===== src/rtl/stack_seq_pkg.sv =====
// Shared definitions for the stack pointer sequencer.
//   OP_*    : operation codes presented on op_code
//   SP_STEP : byte distance between stacked 16-bit words
//   state_e : sequencer states
package stack_seq_pkg;

  localparam logic [1:0] OP_PUSH = 2'b00;
  localparam logic [1:0] OP_POP  = 2'b01;
  localparam logic [1:0] OP_LOAD = 2'b10;
  localparam logic [1:0] OP_PEEK = 2'b11;

  localparam int SP_STEP = 2;

  typedef enum logic [2:0] {
    ST_IDLE = 3'd0,
    ST_DEC  = 3'd1,
    ST_MEM  = 3'd2,
    ST_INC  = 3'd3,
    ST_LOAD = 3'd4,
    ST_DONE = 3'd5
  } state_e;

endpackage


===== src/rtl/stack_seq.sv =====
// stack_seq: sequencer for the 16-bit stack pointer register.
// Takes PUSH / POP / PEEK / LOAD_SP requests from the control unit, pulses the
// SP register strobes and runs the data-memory handshake. The stack is
// full-descending with pre-decrement; SP itself lives outside this block and
// supplies the memory address over the address bus while sp_read_abus is high.
//
// Ports
//   clk, rst_n            : clock (rising edge), asynchronous active-low reset
//   op_valid/op_code/op_data, op_ready : operation request channel
//   done, rdata           : completion pulse, POP/PEEK result (held until next done)
//   sp_din, sp_read_abus, sp_read_dbus, sp_write, sp_inc, sp_dec : SP register controls
//   mem_req, mem_we, mem_wdata, mem_rdata, mem_ack : data memory handshake
//   depth                 : words on the stack (guard build only, else 0)
//   err_overflow, err_underflow : one-cycle error pulses (guard build only)
//
// Build option: define STACK_SEQ_GUARD_EN to enable the depth counter and the
// overflow/underflow guard. Without it depth and err_* are tied to 0.
module stack_seq
  import stack_seq_pkg::*;
#(
  parameter int DATA_W    = 16,
  parameter int DEPTH_MAX = 256,
  parameter int OP_W      = 2
) (
  input  logic                               clk,
  input  logic                               rst_n,
  input  logic                               op_valid,
  input  logic [OP_W-1:0]                    op_code,
  input  logic [DATA_W-1:0]                  op_data,
  output logic                               op_ready,
  output logic                               done,
  output logic [DATA_W-1:0]                  rdata,
  output logic [15:0]                        sp_din,
  output logic                               sp_read_abus,
  output logic                               sp_read_dbus,
  output logic                               sp_write,
  output logic                               sp_inc,
  output logic                               sp_dec,
  output logic                               mem_req,
  output logic                               mem_we,
  output logic [DATA_W-1:0]                  mem_wdata,
  input  logic [DATA_W-1:0]                  mem_rdata,
  input  logic                               mem_ack,
  output logic [$clog2(DEPTH_MAX+1)-1:0]     depth,
  output logic                               err_overflow,
  output logic                               err_underflow
);

  localparam int DEPTH_W = $clog2(DEPTH_MAX+1);

  state_e              state_q, state_d;
  logic [OP_W-1:0]     op_q;
  logic [DATA_W-1:0]   data_q;
  logic [DATA_W-1:0]   rbuf_q;
  logic [DATA_W-1:0]   rdata_q;
  logic                accept;
  logic                ovf_hit;
  logic                unf_hit;

  assign accept = op_valid && (state_q == ST_IDLE);

`ifdef STACK_SEQ_GUARD_EN
  logic [DEPTH_W-1:0]  depth_q;
  logic                ovf_q;
  logic                unf_q;

  // Guard decisions are taken on the incoming request, before it is latched.
  assign ovf_hit = (op_code == OP_PUSH) && (depth_q == DEPTH_W'(DEPTH_MAX));
  assign unf_hit = ((op_code == OP_POP) || (op_code == OP_PEEK)) && (depth_q == '0);

  always_ff @(posedge clk or negedge rst_n) begin
    if (!rst_n) begin
      depth_q <= '0;
      ovf_q   <= 1'b0;
      unf_q   <= 1'b0;
    end else begin
      if (accept) begin
        ovf_q <= ovf_hit;
        unf_q <= unf_hit;
      end
      // Depth moves on the edge entering DONE so it is current during done.
      if (state_q == ST_MEM && mem_ack && op_q == OP_PUSH) begin
        depth_q <= depth_q + DEPTH_W'(1);
      end else if (state_q == ST_INC) begin
        depth_q <= depth_q - DEPTH_W'(1);
      end else if (state_q == ST_LOAD) begin
        depth_q <= '0;
      end
    end
  end

  assign depth         = depth_q;
  assign err_overflow  = (state_q == ST_DONE) && ovf_q;
  assign err_underflow = (state_q == ST_DONE) && unf_q;
`else
  assign ovf_hit       = 1'b0;
  assign unf_hit       = 1'b0;
  assign depth         = '0;
  assign err_overflow  = 1'b0;
  assign err_underflow = 1'b0;
`endif

  // Next-state logic
  always_comb begin
    state_d = state_q;
    case (state_q)
      ST_IDLE: begin
        if (op_valid) begin
          if (ovf_hit || unf_hit) begin
            state_d = ST_DONE;
          end else begin
            case (op_code)
              OP_PUSH: state_d = ST_DEC;
              OP_LOAD: state_d = ST_LOAD;
              default: state_d = ST_MEM;
            endcase
          end
        end
      end
      ST_DEC:  state_d = ST_MEM;
      ST_MEM: begin
        if (mem_ack) begin
          state_d = (op_q == OP_POP) ? ST_INC : ST_DONE;
        end
      end
      ST_INC:  state_d = ST_DONE;
      ST_LOAD: state_d = ST_DONE;
      ST_DONE: state_d = ST_IDLE;
      default: state_d = ST_IDLE;
    endcase
  end

  // Control registers
  always_ff @(posedge clk or negedge rst_n) begin
    if (!rst_n) begin
      state_q <= ST_IDLE;
      op_q    <= '0;
      rdata_q <= '0;
    end else begin
      state_q <= state_d;
      if (accept) begin
        op_q <= op_code;
      end
      // rdata only changes on the edge into DONE, so it stays stable from
      // one done to the next. PEEK leaves MEM straight for DONE and takes the
      // bus value; POP passes through INC and uses the buffered word.
      if (state_q == ST_MEM && mem_ack && op_q == OP_PEEK) begin
        rdata_q <= mem_rdata;
      end else if (state_q == ST_INC) begin
        rdata_q <= rbuf_q;
      end
    end
  end

  // Data registers (no reset needed)
  always_ff @(posedge clk) begin
    if (accept) begin
      data_q <= op_data;
    end
    if (state_q == ST_MEM && mem_ack) begin
      rbuf_q <= mem_rdata;
    end
  end

  // Moore outputs
  assign op_ready     = (state_q == ST_IDLE);
  assign done         = (state_q == ST_DONE);
  assign sp_dec       = (state_q == ST_DEC);
  assign sp_inc       = (state_q == ST_INC);
  assign sp_write     = (state_q == ST_LOAD);
  assign mem_req      = (state_q == ST_MEM);
  assign sp_read_abus = (state_q == ST_MEM);
  assign sp_read_dbus = 1'b0;
  assign mem_we       = (state_q == ST_MEM) && (op_q == OP_PUSH);
  assign mem_wdata    = data_q;
  assign sp_din       = 16'(data_q);
  assign rdata        = rdata_q;

endmodule


===== config.mk =====
export PLATFORM = sky130hd
export DESIGN_NAME = stack_seq
export DESIGN_NICKNAME = d
export VERILOG_FILES = /design/src/rtl/stack_seq_pkg.sv /design/src/rtl/stack_seq.sv
export SDC_FILE = /design/constraint.sdc
export NUM_CORES = 1
export LEC_CHECK = 0
export ABC_CLOCK_PERIOD_IN_PS = 3830
export CAP_MARGIN = 20
export CORE_ASPECT_RATIO = 1.75
export CORE_MARGIN = 5
export CORE_UTILIZATION = 45
export CTS_BUF_LIST = sky130_fd_sc_hd__clkbuf_16
export DETAILED_ROUTE_END_ITERATION = 7
export MAX_ROUTING_LAYER = met4
export PLACE_DENSITY = 0.89
export SETUP_SLACK_MARGIN = 0.05
export SLEW_MARGIN = 20
export SYNTH_ARGS = -nofsm -noshare
export SYNTH_HDL_FRONTEND = slang
export SYNTH_SLANG_ARGS = --single-unit

===== constraint.sdc =====
create_clock -name clk -period 3.83 [get_ports clk]
set_input_delay 0.383 -clock clk [delete_from_list [all_inputs] [get_ports clk]]
set_output_delay 0.383 -clock clk [all_outputs]
set_load 0.02 [all_outputs]

======== Yosys cells after proc, flatten, opt, wreduce, memory -nomap -nowiden ========
Index checks and enable logic that the tools add are counted.
cells by class
  add/subtract/negate cells ............... 0
  $mul .................................... 0
  div/mod/pow operators ................... 0
  order comparisons ....................... 0
  equal/unequal tests ..................... 10
  shift operators ......................... 0
  multiplexer cells ....................... 7
  bitwise operators ....................... 0
  reductions and logical operators ........ 10
operators by type and width
  kind                                                    number
  2-to-1 mux 16 bit                                       2
  one-hot mux 3 bit (4 select lines)                      1
  2-to-1 mux 3 bit                                        3
  equality test 3 x 2 -> 1 bit (second input constant)    2
  equality test 3 bit (second input constant)             2
  one-hot mux 3 bit (2 select lines)                      1
  equality test 2 bit (second input constant)             2
  logical AND 1 bit                                       4
  zero test 2 bit                                         2
  equality test 3 x 1 -> 1 bit (second input constant)    1
  zero test 3 bit                                         1
  equality test 2 x 1 -> 1 bit (second input constant)    1
  inequality test 2 x 1 -> 1 bit (second input constant)  1
  inequality test 2 bit (second input constant)           1
  AND reduction 2 bit                                     1
  nonzero test 2 bit                                      1
  OR reduction 2 bit                                      1
word-level totals
  flip-flop bits (word level) ............. 53
  latch bits .............................. 0
  bits in writable memories ............... 0
  bits in read-only memories .............. 0
  bits of input ports ..................... 38
  output and inout port bits .............. 68
  word-level logic and storage cells ...... 32
  memories ................................ 0

======== Longest topological paths before layout ========
  depth after elaboration ................. 4
  depth in mapped cells ................... 5
  mapped depth without buffers ............ 3

======== Worst setup path before layout ========
OpenSTA, ideal clock, no wires.
  kind .................................... flip-flop to flip-flop
  from .................................... register state_q[0]
  to ...................................... register op_q[0]
  setup time .............................. 0.125 ns
  data arrival time ....................... 2.066 ns
  required time ........................... 3.705 ns
  path slack .............................. 1.639 ns
  stages on the path, launching flop included .. 5
  clock period less this slack ............ 2.191 ns
  cells stage by stage .................... dfrtp_1 buf_6 nor3_1 and2_1 mux2_2
between the ends
  cells in the longest elaborated chain, start to end .. 2
RTL lines
  element                   line              text
  start: declaration        stack_seq.sv:51   state_e state_q, state_d;
  start signal: assignment  stack_seq.sv:140  state_q <= state_d;
  zero test 3 bit           --
  named net op_ready        stack_seq.sv:30   output logic op_ready,
  logical AND 1 bit         stack_seq.sv:60   assign accept = op_valid && (state_q == ST_IDLE);
  named net accept          stack_seq.sv:56   logic accept;
  end signal: assignment    stack_seq.sv:142  op_q <= op_code;
  end: declaration          stack_seq.sv:52   logic [OP_W-1:0] op_q;
The timed path passes the listed nets, and every way through them passes these cells.
A chain may end at the register's enable or synchronous reset.

======== Worst setup path in the final report ========
  from .................................... register state_q[1]
  to ...................................... output mem_req
between the ends
  cells in the longest elaborated chain, start to end .. 1
RTL lines
  element                       line              text
  equality test 3 x 2 -> 1 bit  stack_seq.sv:171  assign mem_req = (state_q == ST_MEM);
  end: declaration              stack_seq.sv:39   output logic mem_req,
No other way between the ends.

==> metrics.txt <==
status=completed; max cap viols=0; Setup TNS=0 ns; RePlAce Congestion=between 0.7 and 0.8; hold buffer count at CTS=0; post-cts gate resize count=0; pin count of the biggest net entering global routing=22; Via density=between 4 and 5; flop2flop setup slack=between 1.5 and 2 ns; Rel. slew slack=0.355; Arr. time, crit path=2.03 ns; Num Clock Sinks=53; DRT Pass-1 Iters=2; Max Slew Vio Count=0; IO buf count=just over 90; Area Growth Syn to Fin=37.7%; final non-filler cell total=between 200 and 300; gr usage total=0.150; commonest non-fill, non-tap cell in the layout=clkdlybuf4s50_1; Die W=between 60 and 70 µm; Post-synth EDFFs=32; Final Power=about 2.4 mW; fin nets=~270; Startpoint Class=register; Post-DP HPWL=approximately 3.8 mm; final-report hold violation count=0; Routed WL per cell=between 15 and 20 µm; Die ar.=roughly 0.0070 mm²; gate count of the mapped netlist=151; core box area=about 0.0053 mm²; first-pass GRT wire length=roughly 7.6 mm; highest ir drop seen on vdd=0.000279 V; Most used DFF post-synth=edfxtp_1; Placed Cells=roughly 280; actual slew at the worst max-slew pin=0.964 ns; share of post-route cells with drive strength above 1=0.197; RR Endpoint=rbuf_q[2]; Netlist cell types=29; reg2reg start=state_q[1]; Avg Inst Size Synth=about 16 µm²; via count=1379; CTS buffer count=5; vias in the first global route=roughly 1.5k; Post-CTS Setup Bufs=0; sequential share of the synthesized area=0.614; hold path depth=1; H-tree depth=2; hold path start=op_q[0]; root buffer cell=clkbuf_16; Leakage=1.37 nW; Final ANT Viol Nets=0; critical path class=register to output port; min cycle time layout=2.42 ns; Layout Skew=0.00282 ns; antenna violations before repair=0; final setup fails=0; RSZ-0062 raised after global routing=false; Yosys reg bits=53; CP peak stage delay=approximately 0.66 ns; DRC Markers=0; CTS tree=done; Max Clock Freq=414 MHz; Antenna diodes=0; Crit path max-delay family=buffers and inverters; Initial Util=0.461; Worst Path Required=between 3 and 4 ns; async set-reset flop share out of synthesis=0.396; grt total ovfl=0; worst path bufs/invs=1; Filler cells=roughly 400; crit share post-route=0.631; clock-pin slew on the worst setup and hold paths=around 0.060 ns; IO Pins=~110; Synth Warn #=0; Slowest-stage cell, CP=clkdlybuf4s50_1; mapped cell area=about 0.0024 mm²; crit path cell chain=or2b_1 -> nor2_1 -> clkdlybuf4s50_1; most frequent cells in the layout=93 x clkdlybuf4s50_1, 32 x edfxtp_1, 21 x dfrtp_1, 19 x mux2_4, 15 x mux2_2; 1st-iter DRT viols=36; pwr dens=a little over 700 mW/mm²; cells on worst reg2reg path=3; critical path peak fanout=10; Die H=~110 µm; Rows=35; Post-Route WL=approximately 5 mm; Hold Crit Class=register to register; critical path endpoint category=output port; Worst Hold End=op_q[0]; Clock Path Buffers=2; Clock Latency Late Sink=approximately 0.28 ns
sequential cells by signal (all words and copies together) (netlist names):
signal     cells
mem_wdata     16
op_q           2
rbuf_q        16
rdata         16
state_q        3
cells in the mapped netlist, drive strengths merged (2+ instances only):
master	number	area, µm²
edfxtp	32	961
buf	34	268
a21oi	3	15.0
dfrtp	21	526
and2	3	18.8
o21ai	2	10.0
nor2	3	11.3
mux2	34	454
nor3	2	10.0
and2b	2	16.3
worst max-delay path by stage:
stage | from | to | depth (start not counted)
3_3_place_gp | state_q[1] | mem_we | 3
5_1_grt | state_q[1] | mem_we | 3
2_1_floorplan | state_q[0] | op_q[0] | 4
6_report | state_q[1] | mem_req | 3
4_1_cts | state_q[1] | mem_req | 3
3_5_place_dp | state_q[1] | rbuf_q[15] | 3
metal layers:
metal / track usage / vias up / share of wire / routed length [µm]
li1: - / 657 / - / -
met1: 0.161 / 668 / 0.36 / 1790
met2: 0.266 / 45 / 0.58 / 2850
met3: 0.0178 / 9 / 0.035 / 172
met4: 0.0727 / 0 / 0.025 / 124
met5: - / - / 0 / 0
power by group:
part	total (mW)	internal [mW]	switching, mW	leakage (nW)
registers	0.913	0.797	0.116	0.550
clock network	0.413	0.237	0.176	0.0687
logic	1.10	0.609	0.492	0.750
stage by stage:
stage	setup slack (ns)	hold slack (ns)	utilization	cell area [µm²]
finish	1.41	0.572	0.635	3330
global route	1.27	0.593	0.635	3330
CTS	1.43	0.568	0.635	3330
detailed placement	1.72	0.554	0.608	3190
global placement	1.76	0.542	0.608	3190
floorplan	1.64	0.0874	-	2460
cells by family after synthesis:
family / after synthesis / share of synthesized area
buffers and inverters: 35 / 0.112
DFF: 53 / 0.614
and+or+nand+nor: 20 / 0.0636
muxes: 34 / 0.188
other: 1 / 0.00155
AOI/OAI and AO/OA: 8 / 0.0212
layout make-up:
cell class                 count  area (µm²)  area share
sequential                    53        1490       0.446
timing repair buffer          93         931       0.279
multi-input combinational     74         704       0.211
clock buffer                   5         125      0.0375
tap                           55        68.8      0.0206
clock inverter                 3        15.0     0.00450
inverter                       1        3.75     0.00113
worst register-to-register path: cells and delay by family (launching register included):
family / cells / cell delay [ns]
flops: 1 / 0.54
simple gates: 3 / 1.20
No activity file was read; power rests on OpenSTA's default activity.
